==> config.mk <==
export PLATFORM = sky130hd
export DESIGN_NAME = spi_arbiter
export DESIGN_NICKNAME = d
export VERILOG_FILES = /design/src/rtl/spi_arb_pkg.sv /design/src/rtl/rr_pick.sv /design/src/rtl/spi_arbiter.sv
export SDC_FILE = /design/constraint.sdc
export NUM_CORES = 1
export LEC_CHECK = 0
export ABC_AREA = 1
export CAP_MARGIN = 10
export CORE_ASPECT_RATIO = 0.8
export CORE_UTILIZATION = 27
export CTS_CLUSTER_DIAMETER = 30
export DETAILED_ROUTE_END_ITERATION = 12
export HOLD_SLACK_MARGIN = 0.03
export PLACE_DENSITY = 0.6
export SLEW_MARGIN = 20
export SYNTH_ARGS = -nofsm -noshare
export SYNTH_HDL_FRONTEND = slang
export SYNTH_SLANG_ARGS = --single-unit
==> constraint.sdc <==
create_clock -name iSPI_CLK -period 2 [get_ports iSPI_CLK]
set_clock_uncertainty 0.15 [all_clocks]
set_input_delay 0.6 -clock iSPI_CLK [delete_from_list [all_inputs] [get_ports iSPI_CLK]]
set_output_delay 0.6 -clock iSPI_CLK [all_outputs]
set_load 0.02 [all_outputs]
==> src/rtl/spi_arb_pkg.sv <==
// Shared definitions for the SPI bus arbiter: FSM encoding, default sizes and frame helpers.
package spi_arb_pkg;

    typedef enum logic [1:0] {
        StIdle    = 2'd0,
        StXfer    = 2'd1,
        StRelease = 2'd2
    } state_e;

    localparam int unsigned DefNreq = 3;
    localparam int unsigned DefDw   = 16;
    localparam int unsigned DefToW  = 12;

    // MSB of the command byte selects read (1) or write (0)
    localparam logic CmdRead  = 1'b1;
    localparam logic CmdWrite = 1'b0;

    function automatic logic [15:0] mk_frame(input logic       rw,
                                             input logic [6:0] addr,
                                             input logic [7:0] data);
        return {rw, addr, data};
    endfunction

endpackage

==> src/rtl/rr_pick.sv <==
// Combinational round-robin picker: first set request at or after ptr, wrapping to 0.
module rr_pick #(
    parameter int unsigned NREQ = 3,
    parameter int unsigned PW   = $clog2(NREQ)
) (
    input  logic [NREQ-1:0] req,
    input  logic [PW-1:0]   ptr,
    output logic [NREQ-1:0] win_gnt,
    output logic [PW-1:0]   win_idx,
    output logic            win_any
);

    logic [PW:0]   sum;
    logic [PW-1:0] cand;

    always_comb begin
        win_gnt = '0;
        win_idx = '0;
        win_any = 1'b0;
        sum     = '0;
        cand    = '0;
        for (int i = 0; i < int'(NREQ); i++) begin
            sum = {1'b0, ptr} + (PW+1)'(i);
            if (sum >= (PW+1)'(NREQ)) begin
                sum = sum - (PW+1)'(NREQ);
            end
            cand = sum[PW-1:0];
            if (!win_any && req[cand]) begin
                win_any       = 1'b1;
                win_gnt[cand] = 1'b1;
                win_idx       = cand;
            end
        end
    end

endmodule

==> src/rtl/spi_arbiter.sv <==
// Round-robin arbiter sharing one SPI engine among NREQ requesters.
// Define SPI_ARB_TIMEOUT_EN to build the XFER watchdog (TO_W-bit counter, oERR on expiry).
module spi_arbiter
    import spi_arb_pkg::*;
#(
    parameter int unsigned NREQ = DefNreq,
    parameter int unsigned DW   = DefDw,
    parameter int unsigned TO_W = DefToW
) (
    input  logic              iSPI_CLK,
    input  logic              iRST,
    input  logic [NREQ-1:0]   iREQ,
    input  logic [NREQ*DW-1:0] iREQ_DATA,
    output logic [NREQ-1:0]   oGNT,
    output logic [NREQ-1:0]   oDONE,
    output logic [7:0]        oRDATA,
    output logic              oERR,
    output logic              oSPI_GO,
    output logic [DW-1:0]     oP2S_DATA,
    input  logic              iSPI_END,
    input  logic [7:0]        iS2P_DATA
);

    localparam int unsigned PW = $clog2(NREQ);

    if (NREQ < 2 || NREQ > 8 || TO_W == 0) begin : g_bad_param
        $error("spi_arbiter: NREQ must be 2..8 and TO_W nonzero");
    end

    state_e          state_q, state_d;
    logic [NREQ-1:0] gnt_q, gnt_d, done_q, done_d;
    logic            go_q, go_d;
    logic [DW-1:0]   p2s_q, p2s_d;
    logic [7:0]      rdata_q, rdata_d;
    logic [PW-1:0]   ptr_q, ptr_d;

    logic [NREQ-1:0] win_gnt;
    logic [PW-1:0]   win_idx;
    logic            win_any;
    logic [DW-1:0]   win_data;
    logic            timeout;

`ifdef SPI_ARB_TIMEOUT_EN
    logic [TO_W-1:0] to_cnt_q, to_cnt_d;
    logic            err_q, err_d;

    // Fires on the edge where the counter would reach all-ones
    assign timeout = (state_q == StXfer) && !iSPI_END && ((to_cnt_q + 1'b1) == '1);
    assign oERR    = err_q;
`else
    assign timeout = 1'b0;
    assign oERR    = 1'b0;
`endif

    rr_pick #(
        .NREQ (NREQ),
        .PW   (PW)
    ) u_rr_pick (
        .req     (iREQ),
        .ptr     (ptr_q),
        .win_gnt (win_gnt),
        .win_idx (win_idx),
        .win_any (win_any)
    );

    always_comb begin
        win_data = '0;
        for (int i = 0; i < int'(NREQ); i++) begin
            if (win_gnt[i]) begin
                win_data = iREQ_DATA[i*DW +: DW];
            end
        end
    end

    always_ff @(posedge iSPI_CLK) begin
        if (iRST) begin
            state_q <= StIdle;
        end else begin
            state_q <= state_d;
        end
    end

    always_comb begin
        state_d = state_q;
        unique case (state_q)
            StIdle:    if (win_any) state_d = StXfer;
            StXfer:    if (iSPI_END || timeout) state_d = StRelease;
            StRelease: if (!iSPI_END) state_d = StIdle;
            default:   state_d = StIdle;
        endcase
    end

    always_comb begin
        gnt_d   = gnt_q;
        done_d  = '0;
        go_d    = go_q;
        p2s_d   = p2s_q;
        rdata_d = rdata_q;
        ptr_d   = ptr_q;
`ifdef SPI_ARB_TIMEOUT_EN
        to_cnt_d = to_cnt_q;
        err_d    = err_q;
`endif
        unique case (state_q)
            StIdle: begin
                if (win_any) begin
                    gnt_d = win_gnt;
                    p2s_d = win_data;
                    go_d  = 1'b1;
                    ptr_d = (win_idx == PW'(NREQ-1)) ? '0 : win_idx + 1'b1;
`ifdef SPI_ARB_TIMEOUT_EN
                    to_cnt_d = '0;
`endif
                end
            end
            StXfer: begin
                if (iSPI_END) begin
                    go_d    = 1'b0;
                    rdata_d = iS2P_DATA;
                    done_d  = gnt_q;
`ifdef SPI_ARB_TIMEOUT_EN
                    err_d   = 1'b0;
                end else if (timeout) begin
                    go_d    = 1'b0;
                    rdata_d = 8'h00;
                    done_d  = gnt_q;
                    err_d   = 1'b1;
                end else begin
                    to_cnt_d = to_cnt_q + 1'b1;
`endif
                end
            end
            StRelease: begin
                if (!iSPI_END) gnt_d = '0;
            end
            default: ;
        endcase
    end

    always_ff @(posedge iSPI_CLK) begin
        if (iRST) begin
            gnt_q   <= '0;
            done_q  <= '0;
            go_q    <= 1'b0;
            p2s_q   <= '0;
            rdata_q <= '0;
            ptr_q   <= '0;
`ifdef SPI_ARB_TIMEOUT_EN
            to_cnt_q <= '0;
            err_q    <= 1'b0;
`endif
        end else begin
            gnt_q   <= gnt_d;
            done_q  <= done_d;
            go_q    <= go_d;
            p2s_q   <= p2s_d;
            rdata_q <= rdata_d;
            ptr_q   <= ptr_d;
`ifdef SPI_ARB_TIMEOUT_EN
            to_cnt_q <= to_cnt_d;
            err_q    <= err_d;
`endif
        end
    end

    assign oGNT      = gnt_q;
    assign oDONE     = done_q;
    assign oSPI_GO   = go_q;
    assign oP2S_DATA = p2s_q;
    assign oRDATA    = rdata_q;

endmodule
==> results.py <==
metrics = {
    "status": {
        "status": "completed",
    },
    "grt": {
        "grt_pass1_wl_um": 9830,
        "antenna_found_initial": 0,
        "grt_pass1_vias": 2173,
        "track_usage_pct": 15.3,
        "grt_start_max_net_pins": 28,
        "overflow": 0,
    },
    "clocking": {
        "numCtsBuffers": 5,
        "cts_sinks": 35,
        "insertion_delay_ps": 280,
        "clkTransAtPathRegs_ps": 80,
        "tritoncts": "built",
        "root_buffer": "clkbuf_8",
        "clockBufferDepth": 2,
        "hold_buffers": 0,
        "h-tree-depth": 2,
    },
    "routing": {
        "dr.pass1.iters": 4,
        "vias_per_cell": 4.44,
        "routedWlPerCell_um": 12.7,
        "wl_met2_um": 3210,
        "vias": 2289,
        "wl_met1_um": 2980,
        "totalWireLength_um": 6560,
        "dr.first_iter.drc_count": 68,
        "drc": 0,
        "drtAntennaViolNets": 0,
        "highest_layer": "met4",
        "wl_met3_um": 346,
    },
    "worst_setup_path": {
        "cp_slowest_stage_delay_ps": 350,
        "cp_max_fo": 6,
        "crit_top_cell": "a21oi_1",
        "startpoint": "ptr_q[0]",
        "end_kind": "flop",
        "crit_type": "flop to flop",
        "critPathLaunchType": "flop",
        "rr_endpoint": "oP2S_DATA[13]",
        "r2r_slack_ps": 30,
        "arrival_ps": 2000,
        "slowest_stage": "dfxtp_2",
        "r2r_cells": 12,
        "crit_chain": "inv_2 > ha_4 > inv_6 > o21ai_2 > o21ai_4 > buf_12 > nand3_4 > buf_4 > nand2_4 > a21oi_1 > nand2_1 > a21oi_1",
        "required_ps": 2030,
        "r2r_start": "ptr_q[0]",
    },
    "timing": {
        "max_freq_mhz": 509,
        "setup_viol": 0,
        "period_needed_ps": 1970,
        "tns_ps": 0,
        "drv_slew": 0,
        "post-route-period-util_pct": 98.3,
        "rsz0062_at_grt": "yes",
        "hold_viol": 0,
    },
    "power_and_ir_drop": {
        "power.leakage_nw": 1.86,
        "p_per_area_nw_per_um2": 1860,
        "ir_worst_vdd_v": 0.000701,
    },
    "worst_hold_path": {
        "hold_end": "oDONE[1]",
        "hp-start": "oGNT[1]",
        "min_path_cells": 2,
        "hold_class": "flop to flop",
    },
    "logic_synthesis": {
        "yosysUniqueCellTypes": 27,
        "synth_top_family_by_area": "simple AND/OR/NAND/NOR gates",
        "synth-compound-area-share_pct": 22.5,
        "synth_fp_nets": 364,
        "ys.flop_type": "dfxtp_1",
        "synth_area_per_cell_um2": 6.91,
        "ys_seq_area_share_pct": 34.0,
        "synth_top_cell_by_area": "dfxtp_1",
        "synthAdderAreaFrac_pct": 2.43,
        "synth_top_area_share_pct": 34.0,
        "synth-seq-cells": 35,
        "synth_edf_count": 0,
        "netlist_area_um2": 2060,
        "synthCells": 298,
        "synthTopCellsByArea": "dfxtp_1 (34%), a21oi_1 (13%), nand2_1 (12%)",
        "synthArstFlopShare_pct": 0,
        "synth_xor_area_share_pct": 0,
        "synth.area.mux_share_pct": 0,
        "synthSimpleGateAreaFrac_pct": 28.4,
        "yosysWarnings": 0,
    },
    "placement": {
        "post_dp_cell_area_um2": 3180,
        "place_hpwl_um": 4460,
        "place_congestion": 0.801,
        "portBuffers": 92,
    },
    "final_layout": {
        "finalInstanceArea_um2": 3720,
        "nets": 475,
        "diodes": 0,
        "mostFrequentLayoutCells": "clkdlybuf4s50_1 (59), nand2_1 (57), dfxtp_1 (33)",
        "num-fill-cells": 716,
        "multiInputGateArea_um2": 1360,
        "final_common_cell": "clkdlybuf4s50_1",
        "drive_gt1_share_pct": 27.8,
        "seq_area_um2": 706,
        "syn2layout_area_growth_pct": 80.6,
    },
    "floorplanning": {
        "die_w_um": 99.6,
        "rows": 28,
        "start_util_pct": 27.9,
        "io_pins": 94,
        "dieArea_um2": 7980,
        "die-height_um": 80.1,
        "core-area_um2": 7390,
    },
    "flow_run": {
        "maxCapViolCount": 0,
    },
}
[metrics by stage]
stage | std cells | hold slack (ps) | total power, mW | utilization [%] | setup WS, ps
after floorplan | 298 | 314 | 3.90 | - | 6.83
after global placement | 498 | 309 | 4.96 | 43.0 | -413
after detailed placement | 498 | 310 | 5.02 | 43.0 | -469
after CTS | 506 | 330 | 5.78 | 44.9 | 0.0938
after global routing | 515 | 357 | 7.50 | 50.3 | -86.5
final | 515 | 324 | 6.93 | 50.3 | 33.5
[critical path, delay by kind of cell (launching register included)]
family	cells	cell delay (ps)
buffers and inverters	4	440
adders and majority gates	1	270
and+or+nand+nor	3	290
AOI/OAI and AO/OA	4	350
DFF	1	350
[synth_stat cells, types with 4 or more instances]
master	number
a21oi_1	52
nand2_4	4
buf_6	5
nand2_2	6
nand2_1	65
nor2_1	26
o21ai_1	9
inv_1	29
o21ai_0	22
ha_1	4
dfxtp_1	35
nand3_1	12
inv_2	4
[worst max path at each step]
stage               endpoint
3_3_place_gp    oP2S_DATA[7]
6_report       oP2S_DATA[13]
5_1_grt        oP2S_DATA[13]
3_5_place_dp    oP2S_DATA[0]
4_1_cts        oP2S_DATA[12]
2_1_floorplan  oP2S_DATA[10]
[timing repair]
action / in CTS / in global routing
gates resized for setup: 33 / 88
cloned: 0 / 3
buffers inserted: 0 / 6
endpoints found under the setup margin: 35 / 39
pin swaps: 5 / 15
hold endpoints to repair: 0 / 0
[final cells by class]
type	count	share of cell area [%]
Clock buffer	5	1.85
Inverter	36	4.57
Timing Repair Buffer	115	33.1
Multi-Input combinational cell	215	36.5
Sequential cell	35	19.0
Tap cell	105	3.53
Clock inverter	3	1.24
Timing Repair inverter	1	0.235
[cell families after synthesis]
| kind of cell | Yosys count |
|---|---|
| compound gates | 87 |
| flops | 35 |
| fa+ha+maj | 4 |
| buf+inv | 50 |
| other cells | 1 |
| simple gates | 121 |
[sequential cells by signal (all words and copies together), names as in the netlist]
| name | cells |
|---|---|
| state_q | 2 |
| oP2S_DATA | 16 |
| ptr_q | 2 |
| oGNT | 3 |
| oDONE | 3 |
| oSPI_GO | 1 |
| oRDATA | 8 |
[metal layers]
layer	vias to the layer above	global-route usage, %
li1	1185	-
met1	1049	18.7
met2	53	27.1
met3	2	4.35
met4	0	2.35
met5	-	0
[power by group]
group	switching, mW	leakage, nW	internal, mW
sequential	0.132	0.289	0.941
combinational	2.98	1.52	2.22
clock	0.281	0.0548	0.376
total	3.39	1.86	3.53
(Power assumes the default switching activity.)
